<file path="config.mk">
export PLATFORM = sky130hd
export DESIGN_NAME = uart_json_cmd_rx
export DESIGN_NICKNAME = d
export VERILOG_FILES = /design/src/rtl/uart_json_cmd_rx.sv
export SDC_FILE = /design/constraint.sdc
export NUM_CORES = 1
export LEC_CHECK = 0
export CORE_AREA = 2 2 186 261
export CTS_CLUSTER_DIAMETER = 50
export DETAILED_ROUTE_END_ITERATION = 16
export DIE_AREA = 0 0 188 263
export GPL_ROUTABILITY_DRIVEN = 0
export PLACE_DENSITY = 0.42
export SKIP_CTS_REPAIR_TIMING = 1
export SYNTH_ARGS = -nofsm -noshare
export SYNTH_HDL_FRONTEND = slang
export SYNTH_SLANG_ARGS = --single-unit
</file>
<file path="constraint.sdc">
create_clock -name clk -period 19.6 [get_ports clk]
set_clock_uncertainty 0.1 [all_clocks]
set_input_delay 1.96 -clock clk [delete_from_list [all_inputs] [get_ports clk]]
set_output_delay 1.96 -clock clk [all_outputs]
set_load 0.02 [all_outputs]
</file>
<file path="src/rtl/uart_json_cmd_rx.sv">
`default_nettype none
// ============================================================================
// Module   : uart_json_cmd_rx
// Brief    : 8N1 UART receiver feeding a JSON drive-command frame parser
//            ({"T":n,"L":x.xx,"R":x.xx}\n) with wheel-speed classification.
// Revision : 1.0 - initial release
// ============================================================================
module uart_json_cmd_rx #(
    parameter int CLKS_PER_BIT = 434,
    parameter int TIMEOUT_CLKS = 5_000_000,
    parameter int FAST_THRESH  = 50
) (
    input  logic        clk,
    input  logic        rst_n,
    input  logic        uart_rx,
    output logic        cmd_valid,
    output logic [7:0]  cmd_t,
    output logic [15:0] cmd_l,
    output logic [15:0] cmd_r,
    output logic [2:0]  state_control,
    output logic        parse_err,
    output logic        frame_err
);
    localparam int c_cnt_w = $clog2(CLKS_PER_BIT);
    localparam int c_tmo_w = $clog2(TIMEOUT_CLKS);
    localparam logic [c_cnt_w-1:0] c_bit_last  = c_cnt_w'(CLKS_PER_BIT - 1);
    localparam logic [c_cnt_w-1:0] c_half_last = c_cnt_w'(CLKS_PER_BIT / 2 - 1);
    localparam logic [c_tmo_w-1:0] c_tmo_last  = c_tmo_w'(TIMEOUT_CLKS - 1);
    localparam logic signed [15:0] c_fast      = 16'(FAST_THRESH);

    typedef enum logic [1:0] {RX_IDLE, RX_START, RX_DATA, RX_STOP} rx_state_t;
    typedef enum logic [3:0] {WAIT_OPEN, KEY_OQ, KEY_NAME, KEY_CQ, COLON,
                              VAL_SIGN, VAL_INT, VAL_FRAC, WAIT_NL} p_state_t;

    rx_state_t          r_rx_state, w_rx_state;
    logic               r_rx_meta, r_rx_sync, r_rx_prev;
    logic [c_cnt_w-1:0] r_cnt, w_cnt;
    logic [2:0]         r_bit_idx, w_bit_idx;
    logic [7:0]         r_shift, w_shift;
    logic               w_byte_stb, w_frame_err;

    p_state_t           r_p_state, w_p_state;
    logic [1:0]         r_key, w_key;
    logic [2:0]         r_seen, w_seen, w_seen_commit;
    logic               r_neg, w_neg;
    logic [13:0]        r_mag, w_mag;
    logic [6:0]         r_frac, w_frac;
    logic [1:0]         r_frac_cnt, w_frac_cnt;
    logic [7:0]         r_val_t, w_val_t;
    logic signed [15:0] r_val_l, w_val_l, r_val_r, w_val_r;
    logic [c_tmo_w-1:0] r_tmo, w_tmo;
    logic               w_cmd_valid, w_parse_err, w_err, w_commit, w_timeout;
    logic [2:0]         w_state_control;
    logic [3:0]         w_digit;
    logic               w_is_digit, w_is_minus, w_is_space;
    logic [16:0]        w_mag_mul;
    logic [19:0]        w_abs;
    logic [14:0]        w_abs_sat;
    logic signed [15:0] w_value;

    // ------------------------------------------------------------------ UART
    always_ff @(posedge clk or negedge rst_n) begin
        if (!rst_n) begin
            r_rx_meta  <= 1'b1;
            r_rx_sync  <= 1'b1;
            r_rx_prev  <= 1'b1;
            r_rx_state <= RX_IDLE;
            r_cnt      <= '0;
            r_bit_idx  <= '0;
            r_shift    <= '0;
        end else begin
            r_rx_meta  <= uart_rx;
            r_rx_sync  <= r_rx_meta;
            r_rx_prev  <= r_rx_sync;
            r_rx_state <= w_rx_state;
            r_cnt      <= w_cnt;
            r_bit_idx  <= w_bit_idx;
            r_shift    <= w_shift;
        end
    end

    always_comb begin
        w_rx_state  = r_rx_state;
        w_cnt       = r_cnt + 1'b1;
        w_bit_idx   = r_bit_idx;
        w_shift     = r_shift;
        w_byte_stb  = 1'b0;
        w_frame_err = 1'b0;
        case (r_rx_state)
            RX_IDLE: begin
                w_cnt = '0;
                if (r_rx_prev && !r_rx_sync) w_rx_state = RX_START;
            end
            RX_START: if (r_cnt == c_half_last) begin
                // a start bit that is high again at mid-bit was only a glitch
                w_cnt      = '0;
                w_bit_idx  = '0;
                w_rx_state = r_rx_sync ? RX_IDLE : RX_DATA;
            end
            RX_DATA: if (r_cnt == c_bit_last) begin
                w_cnt     = '0;
                w_shift   = {r_rx_sync, r_shift[7:1]};
                w_bit_idx = r_bit_idx + 1'b1;
                if (r_bit_idx == 3'd7) w_rx_state = RX_STOP;
            end
            RX_STOP: if (r_cnt == c_bit_last) begin
                w_cnt       = '0;
                w_byte_stb  = r_rx_sync;
                w_frame_err = !r_rx_sync;
                w_rx_state  = RX_IDLE;
            end
            default: w_rx_state = RX_IDLE;
        endcase
    end

    // ---------------------------------------------------------------- parser
    assign w_digit    = r_shift[3:0];
    assign w_is_digit = (r_shift >= 8'h30) && (r_shift <= 8'h39);
    assign w_is_minus = (r_shift == 8'h2D) || (r_shift == 8'h96);
    assign w_is_space = (r_shift == 8'h20) && !(r_p_state inside {VAL_INT, VAL_FRAC})
                        && !(r_p_state == VAL_SIGN && r_neg);
    assign w_mag_mul  = 17'(r_mag) * 17'd10 + 17'(w_digit);
    assign w_abs      = 20'(r_mag) * 20'd100 + 20'(r_frac);
    assign w_abs_sat  = (w_abs > 20'd32767) ? 15'h7FFF : w_abs[14:0];
    assign w_value    = r_neg ? -$signed({1'b0, w_abs_sat}) : $signed({1'b0, w_abs_sat});
    assign w_timeout  = (r_p_state != WAIT_OPEN) && (r_tmo == c_tmo_last) && !w_byte_stb;

    always_comb begin
        w_p_state       = r_p_state;
        w_key           = r_key;
        w_seen          = r_seen;
        w_neg           = r_neg;
        w_mag           = r_mag;
        w_frac          = r_frac;
        w_frac_cnt      = r_frac_cnt;
        w_val_t         = r_val_t;
        w_val_l         = r_val_l;
        w_val_r         = r_val_r;
        w_tmo           = (r_tmo == c_tmo_last) ? r_tmo : r_tmo + 1'b1;
        w_cmd_valid     = 1'b0;
        w_parse_err     = 1'b0;
        w_state_control = state_control;
        w_err           = 1'b0;
        w_commit        = 1'b0;
        w_seen_commit   = r_seen | (3'b001 << r_key);
        if (w_byte_stb) begin
            w_tmo = '0;
            if (!w_is_space) begin
                case (r_p_state)
                    WAIT_OPEN: if (r_shift == 8'h7B) w_p_state = KEY_OQ;
                    KEY_OQ: if (r_shift == 8'h22) w_p_state = KEY_NAME; else w_err = 1'b1;
                    KEY_NAME: begin
                        case (r_shift)
                            8'h54:   w_key = 2'd0;
                            8'h4C:   w_key = 2'd1;
                            8'h52:   w_key = 2'd2;
                            default: w_err = 1'b1;
                        endcase
                        if (!w_err && r_seen[w_key]) w_err = 1'b1;
                        w_p_state = KEY_CQ;
                    end
                    KEY_CQ: if (r_shift == 8'h22) w_p_state = COLON; else w_err = 1'b1;
                    COLON: if (r_shift == 8'h3A) begin
                        w_p_state  = VAL_SIGN;
                        w_neg      = 1'b0;
                        w_mag      = '0;
                        w_frac     = '0;
                        w_frac_cnt = '0;
                    end else w_err = 1'b1;
                    VAL_SIGN: begin
                        if (w_is_minus && !r_neg && r_key != 2'd0) w_neg = 1'b1;
                        else if (w_is_digit) begin
                            w_mag     = 14'(w_digit);
                            w_p_state = VAL_INT;
                        end else w_err = 1'b1;
                    end
                    VAL_INT: begin
                        // magnitude is capped well above any value that survives saturation
                        if (w_is_digit) w_mag = (w_mag_mul > 17'd9999) ? 14'd9999 : w_mag_mul[13:0];
                        else if (r_shift == 8'h2E && r_key != 2'd0) w_p_state = VAL_FRAC;
                        else if (r_shift == 8'h2C || r_shift == 8'h7D) w_commit = 1'b1;
                        else w_err = 1'b1;
                    end
                    VAL_FRAC: begin
                        if (w_is_digit) begin
                            if (r_frac_cnt == 2'd0) begin
                                w_frac     = 7'(w_digit) * 7'd10;
                                w_frac_cnt = 2'd1;
                            end else if (r_frac_cnt == 2'd1) begin
                                w_frac     = r_frac + 7'(w_digit);
                                w_frac_cnt = 2'd2;
                            end
                        end else if (r_shift == 8'h2C || r_shift == 8'h7D) w_commit = 1'b1;
                        else w_err = 1'b1;
                    end
                    WAIT_NL: begin
                        if (r_shift == 8'h0A) begin
                            w_cmd_valid = 1'b1;
                            w_p_state   = WAIT_OPEN;
                            if (r_val_l == 16'sd0 && r_val_r == 16'sd0) w_state_control = 3'b000;
                            else if (r_val_l < 16'sd0 && r_val_r > 16'sd0) w_state_control = 3'b001;
                            else if (r_val_l > 16'sd0 && r_val_r < 16'sd0) w_state_control = 3'b010;
                            else if (r_val_l == r_val_r && r_val_l >= c_fast) w_state_control = 3'b011;
                            else if (r_val_l == r_val_r && r_val_l > 16'sd0) w_state_control = 3'b100;
                        end else if (r_shift != 8'h0D) w_err = 1'b1;
                    end
                    default: w_p_state = WAIT_OPEN;
                endcase
            end
            if (w_commit) begin
                case (r_key)
                    2'd0:    w_val_t = (r_mag > 14'd255) ? 8'd255 : r_mag[7:0];
                    2'd1:    w_val_l = w_value;
                    default: w_val_r = w_value;
                endcase
                w_seen = w_seen_commit;
                if (r_shift == 8'h2C) w_p_state = KEY_OQ;
                else if (w_seen_commit == 3'b111) w_p_state = WAIT_NL;
                else w_err = 1'b1;
            end
            // '{' always opens a fresh frame, whether expected or as a resync
            if (r_shift == 8'h7B) w_seen = 3'b000;
            if (w_err) begin
                w_parse_err = 1'b1;
                w_p_state   = (r_shift == 8'h7B) ? KEY_OQ : WAIT_OPEN;
            end
        end else if (w_frame_err) begin
            w_p_state = WAIT_OPEN;
        end else if (w_timeout) begin
            w_parse_err = 1'b1;
            w_p_state   = WAIT_OPEN;
        end
    end

    always_ff @(posedge clk or negedge rst_n) begin
        if (!rst_n) begin
            r_p_state     <= WAIT_OPEN;
            r_key         <= '0;
            r_seen        <= '0;
            r_neg         <= 1'b0;
            r_mag         <= '0;
            r_frac        <= '0;
            r_frac_cnt    <= '0;
            r_val_t       <= '0;
            r_val_l       <= '0;
            r_val_r       <= '0;
            r_tmo         <= '0;
            cmd_valid     <= 1'b0;
            cmd_t         <= '0;
            cmd_l         <= '0;
            cmd_r         <= '0;
            state_control <= 3'b000;
            parse_err     <= 1'b0;
            frame_err     <= 1'b0;
        end else begin
            r_p_state     <= w_p_state;
            r_key         <= w_key;
            r_seen        <= w_seen;
            r_neg         <= w_neg;
            r_mag         <= w_mag;
            r_frac        <= w_frac;
            r_frac_cnt    <= w_frac_cnt;
            r_val_t       <= w_val_t;
            r_val_l       <= w_val_l;
            r_val_r       <= w_val_r;
            r_tmo         <= w_tmo;
            cmd_valid     <= w_cmd_valid;
            state_control <= w_state_control;
            parse_err     <= w_parse_err;
            frame_err     <= w_frame_err;
            if (w_cmd_valid) begin
                cmd_t <= r_val_t;
                cmd_l <= r_val_l;
                cmd_r <= r_val_r;
            end
        end
    end
endmodule
`default_nettype wire
</file>
Yosys cells after proc, flatten, opt, wreduce, memory -nomap -nowiden. Index checks and enable logic that the tools add are counted. W data, S select, Z words.

Shift operators: 1. Multiply operators: 3. Equality and inequality tests: 46. Bitwise operators: 3. Reduce and logical (&&, ||, !) cells: 56. Magnitude comparators: 11. Multiplexer cells: 109. Add/subtract/negate cells: 7.

Operators by type and width (number): $mux W14 (5); $mux W4 (17); $eq A8 B6 Y1 const B (6); $mux W23 (2); $mux W1 (42); $pmux W14 S3 (1); $eq A8 B7 Y1 const B (5); $pmux W4 S9 (1); $gt A16 B1 Y1 const B (2); $logic_not A16 Y1 (2); $lt A16 B1 Y1 const B (2); $mux W7 (4); $mux W3 (9); $pmux W9 S3 (1); $mux W2 (13); $add A23 B1 Y23 const B (1); $eq A23 B23 Y1 const B (1); $ne A2 B2 Y1 const B (11); $add A20 B7 Y20 (1); $gt A20 B15 Y1 const B (1); $mul A14 B5 Y18 const B (1); $mux W9 (2); $add A17 B4 Y17 (1); $gt A17 B14 Y1 const B (1); other kinds (56) (104).

Input port bits: 3. Register bits: 167. Output and inout bits: 46. Logic and storage cells: 261.

Logic depth before layout (Yosys ltp). Gate-level depths: netlist of the first run.

Depth in word-level cells: 19. Depth in mapped cells: 27. Mapped depth without buffers: 24.

Worst setup path after synthesis of the first run. OpenSTA, ideal clock, no wires.

Kind: reg-to-reg. From: register r_mag[3]. To: register r_val_l[12]. Path buffers: 2. Data required time: 19375 ps. Slack: 13152 ps. Stages on the path, launching flop included: 26. Library setup time: 125 ps. Period minus slack after synthesis: 6448 ps. Data arrival time: 6223 ps. Cells stage by stage: dfrtp_1 > ha_1 > ha_1 > inv_1 > fa_1 > inv_1 > ha_1 > o21a_1 > a211o_1 > nor3_4 > nor4b_4 > nand4b_2 > a2111oi_4 > o21bai_2 > buf_6 > buf_6 > nor2_1 > ha_1 > nor3b_1 > nand3_1 > or3_1 > or3_1 > or2_1 > mux2_2 > o22a_1 > mux2_2.

Longest elaborated chain between the ends: 6.

Ends and longest elaborated chain: from (decl) (RTL line 46) `logic [13:0] r_mag, w_mag;`; from (signal assigned) (RTL line 260) `r_mag <= w_mag;`; $mul A14 B5 Y18 (*) (RTL line 123) `assign w_abs = 20'(r_mag) * 20'd100 + 20'(r_frac);`; $add A20 B7 Y20 (*) (RTL line 123); $gt A20 B15 Y1 (RTL line 124) `assign w_abs_sat = (w_abs > 20'd32767) ? 15'h7FFF : w_abs[14:0];`; $mux W15 (*) (RTL line 124); $neg A15 Y16 (RTL line 125) `assign w_value = r_neg ? -$signed({1'b0, w_abs_sat}) : $signed({1'b0, w_abs_sat});`; $mux W16 (*) (RTL line 125); to (signal assigned) (RTL line 264) `r_val_l <= w_val_l;`; to (decl) (RTL line 50) `logic signed [15:0] r_val_l, w_val_l, r_val_r, w_val_r;`.

Mark *: on every way between the ends. The rest lies on a longest branch, timed or not. A chain may end at the register's enable or synchronous reset.

Final worst setup path of the first run.
From: register r_mag[3]. To: register r_val_r[12].

Longest elaborated chain between the ends: 6.

Ends and longest elaborated chain: $mul A14 B5 Y18 (*) (RTL line 123); $add A20 B7 Y20 (*) (RTL line 123); $gt A20 B15 Y1 (RTL line 124); $mux W15 (*) (RTL line 124); $neg A15 Y16 (RTL line 125); $mux W16 (*) (RTL line 125); to (signal assigned) (RTL line 265) `r_val_r <= w_val_r;`; to (decl) (RTL line 50).

Marks and branches as above.

==> metrics.txt, run 1 <==
Arr. time, crit path 7.37 ns; DRC Markers 0; TNS Setup 0 ns; Post-Route WL 32.7 mm; Post-Synthesis Cells 1327; top routing layer used met4; io pins 49; CTS tree yes; vias per inst 4.82; CTS max path bufs 2; commonest cells after routing, fill and taps aside nand2_1, dfrtp_1, nor2_1; fraction of layout cells with a size suffix above 1 6.60%; hold_sp r_rx_meta; Port Buffers 48; worst vdd rail ir drop 0.0614 mV; hpwl dp 24.7 mm; Final Max Slew Viols 0; asr flop ratio synth 100%; DR WL met2 17.7 mm; GRT overflow 0; post-synth top area share 35.3%; Max Cap Violations 0; P&R area growth vs syn 14.8%; commonest non-fill, non-tap cell in the layout nand2_1; via count 9583; synth unique cells 85; Critical Path End Type flop; Critical Path Slowest Stage Cell fa_1; final setup vio count 0; largest cells by area after synthesis dfrtp_1, ha_1, nand2_1; pin count of the biggest net entering global routing 101; Hold Path Class flop to flop; Core Region 46900 µm²; Post-synth EDFFs 0; Post-Syn Nets 1440; ant diodes 0; RSZ-0062 raised after global routing no; Total Power 740 µW; All-Layer GR Usage 13.5%; Syn Area/Cell 8.77 µm²; Layout Nets 1464; power density cells 55.4 nW/µm²; worst-path maximum fanout 24; worst path bufs/invs 2; CP cell instances ha_1 > ha_1 > inv_1 > fa_1 > inv_1 > ha_1 > nand3_1 > o22ai_1 > o32ai_1 > or3_1 > nor4_1 > nor4b_1 > o21bai_2 > nor2_1 > ha_1 > nor3b_1 > nand3_1 > or3_1 > or3_1 > or2_1 > mux2_2 > o22a_1 > mux2_2; crit path launch type flop; Synth Warn # 0; metal3 WL 753 µm; Die Height 263 µm; Worst slew margin 28.7%; family with the most delay on the worst path simple AND/OR/NAND/NOR gates; ys flop type dfrtp_1; status complete, no violations; cell accounting for the most synthesized area dfrtp_1; Die Area 49400 µm²; CP dominant cell by count ha_1; WL per Instance 16.4 µm; CTS Buf Count 17; Reg clk slew, reported paths 0.08 ns; Leak 6.22 nW; CP max stage delay 0.49 ns; row cnt 94; initial DRC count 567; root buffer cell clkbuf_16; worst r2r src r_mag[3]; WP data required 19.83 ns; first-pass GRT wire length 53.1 mm; worst skew pair latency 0.45 ns; antenna violations before repair 0; CTS Sinks 167; chip width 188 µm; Pre-Repair DR Iteration Count 6; fmax 140 MHz; H-Tree Depth 4; Final Hold Fails 0; met1 WL 13.6 mm; Mapped Area 11600 µm²; ANT nets after route 0; vias in the first global route 9666; crit path launch r_mag[3]; sequential-to-total area share from yosys stat 36.0%; Final Cycle Share 36.4%; Synth Register Bits 167; critical path type flop to flop; Initial Util 24.8%; min cycle time layout 7.14 ns; worst-margin pin slew 1.07 ns
## routing by layer
metal | track usage [%] | vias up
met5 | 0 | -
met4 | 4.36 | 0
met3 | 1.83 | 35
met2 | 25.7 | 154
met1 | 15.2 | 4644
li1 | - | 4750
## worst paths after layout
kind                                     to  slack [ns]  depth (start not counted)
min in group asynchronous          cmd_t[7]        1.50                          1
worst min-delay path              r_rx_sync        0.26                          0
worst max register to register  r_val_r[12]       12.46                         23
worst max-delay path            r_val_r[12]       12.46                         23
worst min register to register    r_rx_sync        0.26                          0
max in group asynchronous        r_val_l[5]       16.30                          2
## metrics by stage
| stage | setup slack [ns] | hold slack (ns) | cell area (µm²) | cells | util, % |
|---|---|---|---|---|---|
| 5_1_grt | 11.83 | 0.269 | 13400 | 1988 | 28.5 |
| 3_5_place_dp | 12.50 | 0.247 | 12800 | 1956 | 27.2 |
| 6_report | 12.46 | 0.261 | 13400 | 1988 | 28.5 |
| 4_1_cts | 12.47 | 0.262 | 13400 | 1988 | 28.5 |
| 2_1_floorplan | 13.15 | 0.245 | 11600 | 1327 | - |
| 3_3_place_gp | 12.61 | 0.248 | 12800 | 1956 | 27.2 |
## cell type report
class	count	area, µm²
Clock inverter	15	176
Sequential cell	167	4180
Timing Repair Buffer	55	534
Clock buffer	17	425
Tap cell	624	781
Fill cell	4996	33600
Inverter	49	184
Multi-Input combinational cell	1061	7070
## synthesized netlist by cell type, types with 9 or more instances
cell      count
ha_1         96
o21a_1       13
nand4_1      17
and2_1        9
clkbuf_1     44
dfrtp_1     164
nor2_1      120
o21ai_0      61
nand2_1     213
nor4_1       17
nor2b_1      15
o22ai_1      12
nor3_1       39
a31oi_1      18
fa_1         14
xor2_1       46
xnor2_1      50
a21o_1       24
o21ai_1      19
or3_1        13
mux2_2       20
inv_1        49
nand3_1      36
a21oi_1      56
nand2b_1      9
## sequential cells by signal, indices dropped and copies added, names as in the netlist, 8 cells and up, named ones only
name     flops
r_shift      8
cmd_t        8
r_mag       14
r_val_r     16
r_cnt        9
cmd_l       16
r_val_l     16
r_val_t      8
cmd_r       16
r_tmo       23
## cells by family (layout without fill, tap and decap cells)
| logic type | count (synthesis) | in the layout | synth area share (%) |
|---|---|---|---|
| XOR/XNOR | 96 | 96 | 7.23 |
| adder cells (fa/ha/maj) | 110 | 110 | 12.7 |
| AO/OA/AOI/OAI | 282 | 282 | 16.0 |
| multiplexers | 24 | 24 | 2.29 |
| buffers and inverters | 99 | 136 | 3.35 |
| flip-flops | 167 | 167 | 36.0 |
| AND/OR/NAND/NOR | 549 | 549 | 22.5 |
## where the power goes
group | internal [mW] | switching [mW]
combinational | 0.0111 | 0.0168
clock | 0.172 | 0.175
sequential | 0.353 | 0.0122
Note: power is estimated with default switching activity, not from simulation.
==> run 2: changes to the inputs <==
PLACE_DENSITY = 0.44   (was 0.42)
clock period = 5.72 ns   (was 19.6 ns; I/O delays follow)
==> run 2 against run 1 <==
  * The run now ends with setup timing left
  * Design area rose by 8.9%
  * Combinational power grew to 3.4 times the previous value
  * Register-to-register slack got worse by 13 ns
  * Critical path type unchanged
  * Largest cell class unchanged
==> metrics.txt, run 2 (synthesized netlist as in run 1, its figures left out) <==
Final Cycle Share 107%; pin count of the biggest net entering global routing 81; fmax 163 MHz; root buffer cell clkbuf_16; WL per Instance 15.7 µm; Clock power frac 46.8%; sw power 686 µW; WP data required 5.96 ns; family with the most delay on the worst path simple AND/OR/NAND/NOR gates; ant diodes 0; Worst slew margin 40.8%; Comb pwr share 3.8%; Die Area 49400 µm²; vias per inst 4.77; Flop pwr share 49.4%; ANT nets after route 0; fraction of layout cells with a size suffix above 1 16.3%; Reg clk slew, reported paths 0.07 ns; first-pass GRT wire length 53.8 mm; CP max stage delay 0.50 ns; DRC Markers 0; CTS max path bufs 2; Port Buffers 48; Arr. time, crit path 6.36 ns; hpwl dp 25.3 mm; worst-margin pin slew 0.886 ns; Leak 6.77 nW; All-Layer GR Usage 13.6%; Final Hold Fails 0; worst-path maximum fanout 5; commonest non-fill, non-tap cell in the layout nand2_1; via count 9958; Core Region 46900 µm²; Critical Path Slowest Stage Cell fa_1; chip width 188 µm; fin util 31.0%; row cnt 94; WHS 0.0447 ns; worst r2r dst r_val_l[12]; worst skew pair latency 0.46 ns; initial DRC count 370; Die Height 263 µm; Layout Nets 1565; max FFs per register 23; CTS Buf Count 17; crit path launch type flop; Critical Path End Type flop; R2R depth 22; failing checks setup timing; status finished, violations left; Initial Util 24.8%; TNS Setup -1.71 ns; Final Max Slew Viols 0; worst vdd rail ir drop 0.199 mV; final setup vio count 6; H-Tree Depth 4; power density cells 174 nW/µm²; antenna violations before repair 0; Switching Fraction 27.1%; Pre-Repair DR Iteration Count 5; CTS Sinks 167; commonest cells after routing, fill and taps aside nand2_1, dfrtp_1, nor2_1; io pins 49; Internal 1.85 mW; GRT overflow 0; Post-Route WL 32.9 mm; CTS tree yes; Hold Path Class primary input to asynchronous set/reset pin; P&R area growth vs syn 25.1%; Largest Register r_tmo; CP dominant cell by count ha_4; CP cell instances ha_4 > ha_4 > fa_1 > ha_4 > a211o_1 > buf_6 > a211o_4 > nor3_4 > nor4b_4 > nand4b_4 > a2111oi_4 > o21bai_4 > nor2_4 > ha_2 > nor3b_4 > nand3_2 > or3_4 > or3_4 > or2_4 > mux2_4 > o22a_1 > mux2_2; min cycle time layout 6.12 ns; Worst R2R Setup Slack -0.40 ns; worst r2r src r_mag[3]; Fill cells 4919; critical path type flop to flop; final setup margin -0.402 ns; RSZ-0062 raised after global routing yes; worst path bufs/invs 1; Max Cap Violations 0; vias in the first global route 10087
-- run 2: through the flow --
step                      std cells  setup WS, ns  instance area [µm²]  total power, mW
after detailed placement       2040        -0.425                13500             1.37
after global placement         2040        -0.335                13500             1.37
final                          2089        -0.402                14500             2.53
after CTS                      2072        -0.478                14100             2.59
after global routing           2089        -0.593                14500             2.65
after floorplan                1327        -0.346                11700             1.32
-- run 2: worst max-delay path by stage --
stage | from | to | slack, ns | cells after the start
6_report | r_mag[3] | r_val_l[12] | -0.40 | 22
3_3_place_gp | r_mag[3] | r_val_r[12] | -0.33 | 23
5_1_grt | r_mag[3] | r_val_l[12] | -0.59 | 22
2_1_floorplan | r_mag[3] | r_val_l[12] | -0.35 | 25
3_5_place_dp | r_mag[2] | r_val_l[12] | -0.42 | 21
4_1_cts | r_mag[2] | r_val_l[12] | -0.48 | 21
-- run 2: power groups by stage --
stage               logic (mW)  clock network (mW)  registers, mW
floorplan               0.0672                   0           1.26
global placement        0.0974                   0           1.27
detailed placement      0.0978                   0           1.27
CTS                     0.0993                1.24           1.25
global route             0.114                1.28           1.26
finish                  0.0958                1.19           1.25
-- run 2: per-layer routing --
layer,up-vias,part of all wire [%],global-route usage (%)
met5,-,0,0
met4,0,3.4,5.66
met3,60,1.9,1.72
met2,152,53,25.4
met1,4797,41,15.2
li1,4949,-,-
-- run 2: layout make-up --
class | count | area (µm²) | share of cell area (%)
timing repair buffer | 156 | 1310 | 9.00
clock buffer | 18 | 439 | 3.02
sequential | 167 | 4190 | 28.8
multi-input combinational | 1061 | 7490 | 51.5
tap | 624 | 781 | 5.37
inverter | 49 | 184 | 1.26
clock inverter | 14 | 153 | 1.05
